### config.mk
export PLATFORM = sky130hd
export DESIGN_NAME = dmem_access_ctrl
export DESIGN_NICKNAME = d
export VERILOG_FILES = /design/src/rtl/dmem_access_ctrl.sv
export SDC_FILE = /design/constraint.sdc
export NUM_CORES = 1
export LEC_CHECK = 0
export CAP_MARGIN = 20
export CORE_ASPECT_RATIO = 0.7
export CORE_MARGIN = 2
export CORE_UTILIZATION = 44
export CTS_CLUSTER_DIAMETER = 80
export DETAILED_ROUTE_END_ITERATION = 12
export GPL_ROUTABILITY_DRIVEN = 0
export HOLD_SLACK_MARGIN = 0.02
export PLACE_DENSITY_LB_ADDON = 0.05
export SYNTH_ARGS = -nofsm -noshare
export SYNTH_HDL_FRONTEND = slang
export SYNTH_SLANG_ARGS = --single-unit
export TNS_END_PERCENT = 20
### constraint.sdc
create_clock -name i_clk -period 4.1 [get_ports i_clk]
set_input_delay 0.615 -clock i_clk [delete_from_list [all_inputs] [get_ports i_clk]]
set_output_delay 0.615 -clock i_clk [all_outputs]
set_load 0.1 [all_outputs]
### src/rtl/dmem_access_ctrl.sv
// Data-memory access controller: align, strobe, extend, one transaction in flight.
// Optional DMEM_TIMEOUT_EN adds an acknowledge watchdog driven by p_timeout.
module dmem_access_ctrl #(
    parameter logic [31:0] p_addr_base = 32'h10000000,
    parameter logic [31:0] p_addr_mask = 32'hfffff000,
    parameter int unsigned p_timeout   = 16
) (
    input  logic        i_clk,
    input  logic        i_rst_n,
    input  logic        i_req_valid,
    output logic        o_req_ready,
    input  logic        i_req_we,
    input  logic [1:0]  i_req_size,
    input  logic        i_req_unsigned,
    input  logic [31:0] i_req_addr,
    input  logic [31:0] i_req_wdata,
    output logic        o_rsp_valid,
    input  logic        i_rsp_ready,
    output logic [31:0] o_rsp_rdata,
    output logic        o_rsp_err,
    output logic [31:2] o_mem_addr,
    output logic [3:0]  o_mem_be,
    output logic        o_mem_wr_en,
    output logic [31:0] o_mem_wr_data,
    output logic        o_mem_rd_en,
    input  logic [31:0] i_mem_rd_data,
    input  logic        i_mem_busy,
    input  logic        i_mem_ack
);

    typedef enum logic [1:0] {IDLE, ISSUE, WAIT, RESP} state_t;

    state_t      state;
    state_t      state_nxt;
    logic        we_q;
    logic [1:0]  size_q;
    logic        uns_q;
    logic [31:0] addr_q;
    logic [31:0] wdata_q;
    logic [31:0] rdata_q;
    logic        err_q;
    logic        accept;
    logic        fault;
    logic        strobe;
    logic        active;
    logic        acked;
    logic        timed_out;
    logic [31:0] lane;
    logic [31:0] load_ext;
    logic [3:0]  be;
    logic [31:0] wr_data;

    assign o_req_ready = (state == IDLE);
    assign accept      = i_req_valid & o_req_ready;
    assign active      = (state == ISSUE) | (state == WAIT);
    assign strobe      = (state == ISSUE) & ~i_mem_busy;
    assign acked       = (strobe | (state == WAIT)) & i_mem_ack;

    assign fault = (i_req_size == 2'd3)
                 | ((i_req_size == 2'd1) & i_req_addr[0])
                 | ((i_req_size == 2'd2) & (|i_req_addr[1:0]))
                 | ((i_req_addr & p_addr_mask) != p_addr_base);

`ifdef DMEM_TIMEOUT_EN
    logic [31:0] cnt;

    assign timed_out = active & ~acked & (cnt == p_timeout - 1);

    always_ff @(posedge i_clk or negedge i_rst_n) begin
        if (!i_rst_n) begin
            cnt <= '0;
        end else if (accept) begin
            cnt <= '0;
        end else if (active) begin
            cnt <= cnt + 32'd1;
        end
    end
`else
    logic unused_timeout;

    assign unused_timeout = (p_timeout != 0);
    assign timed_out      = 1'b0;
`endif

    always_ff @(posedge i_clk or negedge i_rst_n) begin
        if (!i_rst_n) begin
            state <= IDLE;
        end else begin
            state <= state_nxt;
        end
    end

    always_comb begin
        state_nxt = state;
        unique case (state)
            IDLE:    if (i_req_valid) state_nxt = fault ? RESP : ISSUE;
            ISSUE:   if (!i_mem_busy) state_nxt = i_mem_ack ? RESP : WAIT;
            WAIT:    if (i_mem_ack) state_nxt = RESP;
            RESP:    if (i_rsp_ready) state_nxt = IDLE;
            default: state_nxt = IDLE;
        endcase
        if (timed_out) state_nxt = RESP;
    end

    // Shift the addressed lane down to bit 0 before extending.
    always_comb begin
        lane     = i_mem_rd_data >> {addr_q[1:0], 3'b000};
        load_ext = lane;
        case (size_q)
            2'd0:    load_ext = {{24{~uns_q & lane[7]}}, lane[7:0]};
            2'd1:    load_ext = {{16{~uns_q & lane[15]}}, lane[15:0]};
            default: load_ext = lane;
        endcase
    end

    always_comb begin
        be      = 4'b1111;
        wr_data = wdata_q;
        case (size_q)
            2'd0: begin
                be      = 4'b0001 << addr_q[1:0];
                wr_data = {4{wdata_q[7:0]}};
            end
            2'd1: begin
                be      = 4'b0011 << {addr_q[1], 1'b0};
                wr_data = {2{wdata_q[15:0]}};
            end
            default: begin
                be      = 4'b1111;
                wr_data = wdata_q;
            end
        endcase
    end

    always_ff @(posedge i_clk or negedge i_rst_n) begin
        if (!i_rst_n) begin
            we_q    <= 1'b0;
            size_q  <= 2'd0;
            uns_q   <= 1'b0;
            addr_q  <= '0;
            wdata_q <= '0;
            rdata_q <= '0;
            err_q   <= 1'b0;
        end else if (accept) begin
            we_q    <= i_req_we;
            size_q  <= i_req_size;
            uns_q   <= i_req_unsigned;
            addr_q  <= i_req_addr;
            wdata_q <= i_req_wdata;
            rdata_q <= '0;
            err_q   <= fault;
        end else if (acked && !we_q) begin
            rdata_q <= load_ext;
        end else if (timed_out) begin
            rdata_q <= '0;
            err_q   <= 1'b1;
        end
    end

    assign o_rsp_valid   = (state == RESP);
    assign o_rsp_rdata   = o_rsp_valid ? rdata_q : '0;
    assign o_rsp_err     = o_rsp_valid & err_q;
    assign o_mem_wr_en   = strobe & we_q;
    assign o_mem_rd_en   = strobe & ~we_q;
    assign o_mem_addr    = active ? addr_q[31:2] : '0;
    assign o_mem_be      = active ? be : '0;
    assign o_mem_wr_data = active ? wr_data : '0;

endmodule

# Yosys cells after proc, flatten, opt, wreduce, memory -nomap -nowiden
# Cells that the tools add are included.
dict set report totals {
  inputBits 106
  output_inout_bits 103
  elab_cells 64
  ff_bits 103
}
dict set report classes {
  n_eq_ne 12
  shift 3
  mux 16
  reduce_logical 7
  bitwise_logic 18
}
# cell count
set op_table {}
lappend op_table {{32-bit 2-to-1 mux} 4}
lappend op_table {{32-bit case mux with 2 select lines} 2}
lappend op_table {{32-bit by 5-bit right shift with 32-bit output} 1}
lappend op_table {{30-bit 2-to-1 mux} 1}
lappend op_table {{20-bit by 17-bit inequality test with 1-bit output (second input constant)} 1}
lappend op_table {{1-bit AND} 10}
lappend op_table {{2-bit 2-to-1 mux} 5}
lappend op_table {{2-bit equality test (second input constant)} 4}
lappend op_table {{2-bit case mux with 4 select lines} 1}
lappend op_table {{4-bit case mux with 2 select lines} 1}
lappend op_table {{2-bit by 1-bit equality test with 1-bit output (second input constant)} 3}
lappend op_table {{2-bit inequality test (second input constant)} 3}
lappend op_table {{1-bit OR} 5}
lappend op_table {{2-bit logical NOT} 2}
lappend op_table {{4-bit 2-to-1 mux} 1}
lappend op_table {{4-bit AND reduction} 1}
lappend op_table {{1-bit by 2-bit << shifter with 4-bit output (first input constant)} 1}
lappend op_table {{2-bit by 2-bit << shifter with 4-bit output (first input constant)} 1}
lappend op_table {{1-bit inverter} 3}
lappend op_table {{2-bit by 1-bit inequality test with 1-bit output (second input constant)} 1}
lappend op_table {{2-bit nonzero test} 1}
lappend op_table {{2-bit OR reduction} 1}
lappend op_table {{1-bit logical AND} 1}
lappend op_table {{1-bit logical NOT} 1}
lappend op_table {{1-bit 2-to-1 mux} 1}

# Depth between registers and ports, before layout
dict set report logic_depth {
  ltp_word 8
  ltp_mapped 8
  ltp_nobuf 6
}

# Worst setup path before layout
# Ideal clock, no wire load.
dict set report synth_timing {
  path_type {reg2out}
  start {register size_q[0]}
  end {output port o_mem_wr_data[14]}
  arrival_time_ns 3.339
  required_time_ns 3.485
  path_stages_with_launch 7
  n_path_buf 3
  slack_ns 0.146
  path_cell_list {dfrtp_1 -> clkbuf_1 -> or2_2 -> clkbuf_1 -> clkbuf_1 -> nand2_1 -> a21boi_0}
}
dict set report synth_between {
  elab_chain_len 3
  elab_cells_between_ends 4
  cone_classes {eq/ne (1); mux (2); reduce/logical (1)}
}
# item line_no
set synth_lines {}
lappend synth_lines {{start, declared} 36} ;# logic [1:0] size_q;
lappend synth_lines {{start signal, assigned} 146} ;# size_q <= i_req_size;
lappend synth_lines {{2-bit by 1-bit equality test with 1-bit output or 2-bit logical NOT (tied branches)} 119} ;# case (size_q)
lappend synth_lines {{32-bit case mux with 2 select lines (*)} 119}
lappend synth_lines {{32-bit 2-to-1 mux (*)} 167} ;# assign o_mem_wr_data = active ? wr_data : '0;
lappend synth_lines {{end, declared} 24} ;# output logic [31:0] o_mem_wr_data,
# Every way passes the cells marked *; elsewhere a longest branch is shown, timed or not.

# Final worst setup path
dict set report layout_timing {
  start {register state[0]}
  end {output port o_mem_wr_data[9]}
}
dict set report layout_between {
  elab_chain_len 3
  elab_cells_between_ends 4
  cone_classes {eq/ne (2); mux (1); bitwise (1)}
}
# item line_no
set layout_lines {}
lappend layout_lines {{start, declared} 33} ;# state_t state;
lappend layout_lines {{start signal, assigned} 89} ;# state <= state_nxt;
lappend layout_lines {{2-bit by 1-bit equality test with 1-bit output or 2-bit equality test (tied branches)} 55} ;# assign active = (state == ISSUE) | (state == WAIT);
lappend layout_lines {{1-bit OR (*)} 55}
lappend layout_lines {{32-bit 2-to-1 mux (*)} 167}
# Marked as above.

==> reports/qor.yml <==
status: "complete, no violations"
hpwl_um: 11800
die_area_um2: 13800
n_antenna_cell: 0
syn_inst: 674
hold_viol: 0
finalSetupViolCount: 0
clk_latency_ps: 340
grt-ovfl-total: 0
critPathLaunchType: "flip-flop"
grt.total_usage_pct: 24.0
remaining_drc_errors: 0
skew_ps: 7.47
die_x_um: 140
post_drt_wl_per_cell_um: 16.2
cp-end-kind: "output pin"
cts_tree: "done"
grt_pass1_vias: 5131
cts_setup_buffers: 0
clkSlewWorstSetupHoldPaths_ps: 70
synth_edf_count: 0
cts.sinks: 103
vias: 5244
cp.arrival_ps: 2520
ios: 209
syn_to_final_growth_pct: 38.9
slew_viol_final: 0
worstPathMaxFanout: 43
critPathRequiredTime_ps: 3480
netlist_area_um2: 5660
layout-drive-gt1-share_pct: 17.3
ys_seq_area_share_pct: 45.5
min_path_type: "in -> async"
synth_flop_cell: "dfrtp_1"
fillers: 1088
cts_max_level: 3
start_util_pct: 45.3
viasPerCell: 5.14
ys_types: 39
dieHeight_um: 98.9
worst_pin_slew_ps: 1090
syn-num-nets: 785
cts_resized: 0
core_area_um2: 12500
cts_buffers: 9
drt_wl_total_um: 16600
r2r-start: "addr_q[1]"
fmax_ghz: 0.319
ant_nets: 0
avgSynthCellArea_um2: 8.40
synth.ff_latch_count: 103
synth_warnings: 0
relSlewSlack_pct: 27.3
holdBufCountCts: 0
place.port_buffers: 208
min_period_over_period_pct: 76.5
layout_min_cycle_time_ps: 3140
final_nets: 965
grt_pass1_wl_um: 26700
synthArstFlopShare_pct: 100
dr.pass1.iters: 4
tns_ps: 0
dr.first_iter.drc_count: 240
clock-root-buffer: "clkbuf_16"
max-cap-violations: 0
critPathLaunch: "state[0]"
antenna_found_initial: 0
path_class: "reg -> out"
grt_max_degree: 81
cts_max_path_buffers: 2
grt_setup_unrepaired: "false"
num_rows: 34
==> layout make-up <==
class	count	area [µm²]	share of cell area, %
multi-input combinational	518	2870	36.4
inverter	6	22.5	0.286
tap	162	203	2.58
clock buffer	9	225	2.86
sequential	103	2580	32.8
clock inverter	7	55.1	0.700
timing repair buffer	216	1920	24.4
==> worst max-delay path, stage by stage, from the launching register on <==
cell and delay, ps:
dfrtp_1 400, inv_1 110, ha_1 780, buf_12 270, a21boi_0 270, buf_4 340
==> worst paths after layout <==
kind                                     to  slack [ps]  cells after the start
max                        o_mem_wr_data[9]         960                      5
min                             wdata_q[29]          90                      1
max reg2reg                     rdata_q[14]        1660                      4
min reg2reg                      addr_q[23]         470                      2
max in group asynchronous        rdata_q[2]        3030                      3
min in group i_clk               addr_q[23]         470                      2
==> registers in the layout, indices dropped and copies added, names as in the netlist <==
| signal | flops |
|---|---|
| rdata_q | 32 |
| size_q | 2 |
| uns_q | 1 |
| we_q | 1 |
| wdata_q | 32 |
| addr_q | 32 |
| state | 2 |
| err_q | 1 |
==> cells in the final DEF (no fill, tap or decap), types with 3 or more instances in the layout <==
master,n
nor2_1,15
mux2_2,15
mux2i_1,26
a221o_1,16
dfrtp_1,103
nor2b_1,11
clkdlybuf4s50_1,105
nand2b_1,4
o21ai_0,29
a21oi_1,22
buf_4,109
o211ai_1,8
nor3_1,3
inv_1,6
ha_1,5
o21a_1,3
and2_1,86
nor4_1,4
clkbuf_16,9
nand2_1,246
a21boi_0,8
==> routing by layer <==
metal	vias up	routed length [µm]	GRT usage, %	share of wire [%]
met5	-	0	0	0
met3	10	1230	5.64	7.4
li1	2552	-	-	-
met1	2503	7600	33.8	46
met4	0	90	4.00	0.54
met2	179	7660	38.8	46
==> metrics by stage <==
stage	std cells	utilization (%)	setup slack, ps	hold slack [ps]	area (µm²)
floorplan	674	-	146	319	5660
global placement	1003	60.4	1460	449	7550
detailed placement	1003	60.4	1340	458	7550
CTS	1019	62.6	948	477	7830
global route	1021	62.9	814	86.5	7870
finish	1021	62.9	962	91.8	7870
==> cell families after synthesis <==
logic type | count (synthesis) | synth area share (%)
xor gates and xnor gates | 1 | 0.155
muxes | 41 | 7.58
and+or+nand+nor | 378 | 30.3
AOI/OAI and AO/OA | 93 | 11.4
buffers and inverters | 53 | 3.89
DFF | 103 | 45.5
adders and majority gates | 5 | 1.10
==> synthesized netlist by cell type, types with 2 or more instances <==
master	n	area [µm²]
nand2_1	247	927
dfrtp_1	103	2580
and2_1	86	538
clkbuf_1	35	131
o21ai_0	29	145
mux2i_1	26	260
a21oi_1	22	110
a221o_1	16	160
mux2_2	15	169
nor2_1	15	56.3
nor2b_1	11	68.8
a21boi_0	8	60.1
buf_2	8	40.0
o211ai_1	8	60.1
inv_1	6	22.5
ha_1	5	62.6
nand2b_1	4	25.0
nor4_1	4	25.0
nor3_1	3	15.0
o21a_1	3	22.5
buf_1	2	7.51
Power is left out: the tool's default activity adds up to more than one toggle a clock period on the data nets, which glitch-free logic cannot reach.
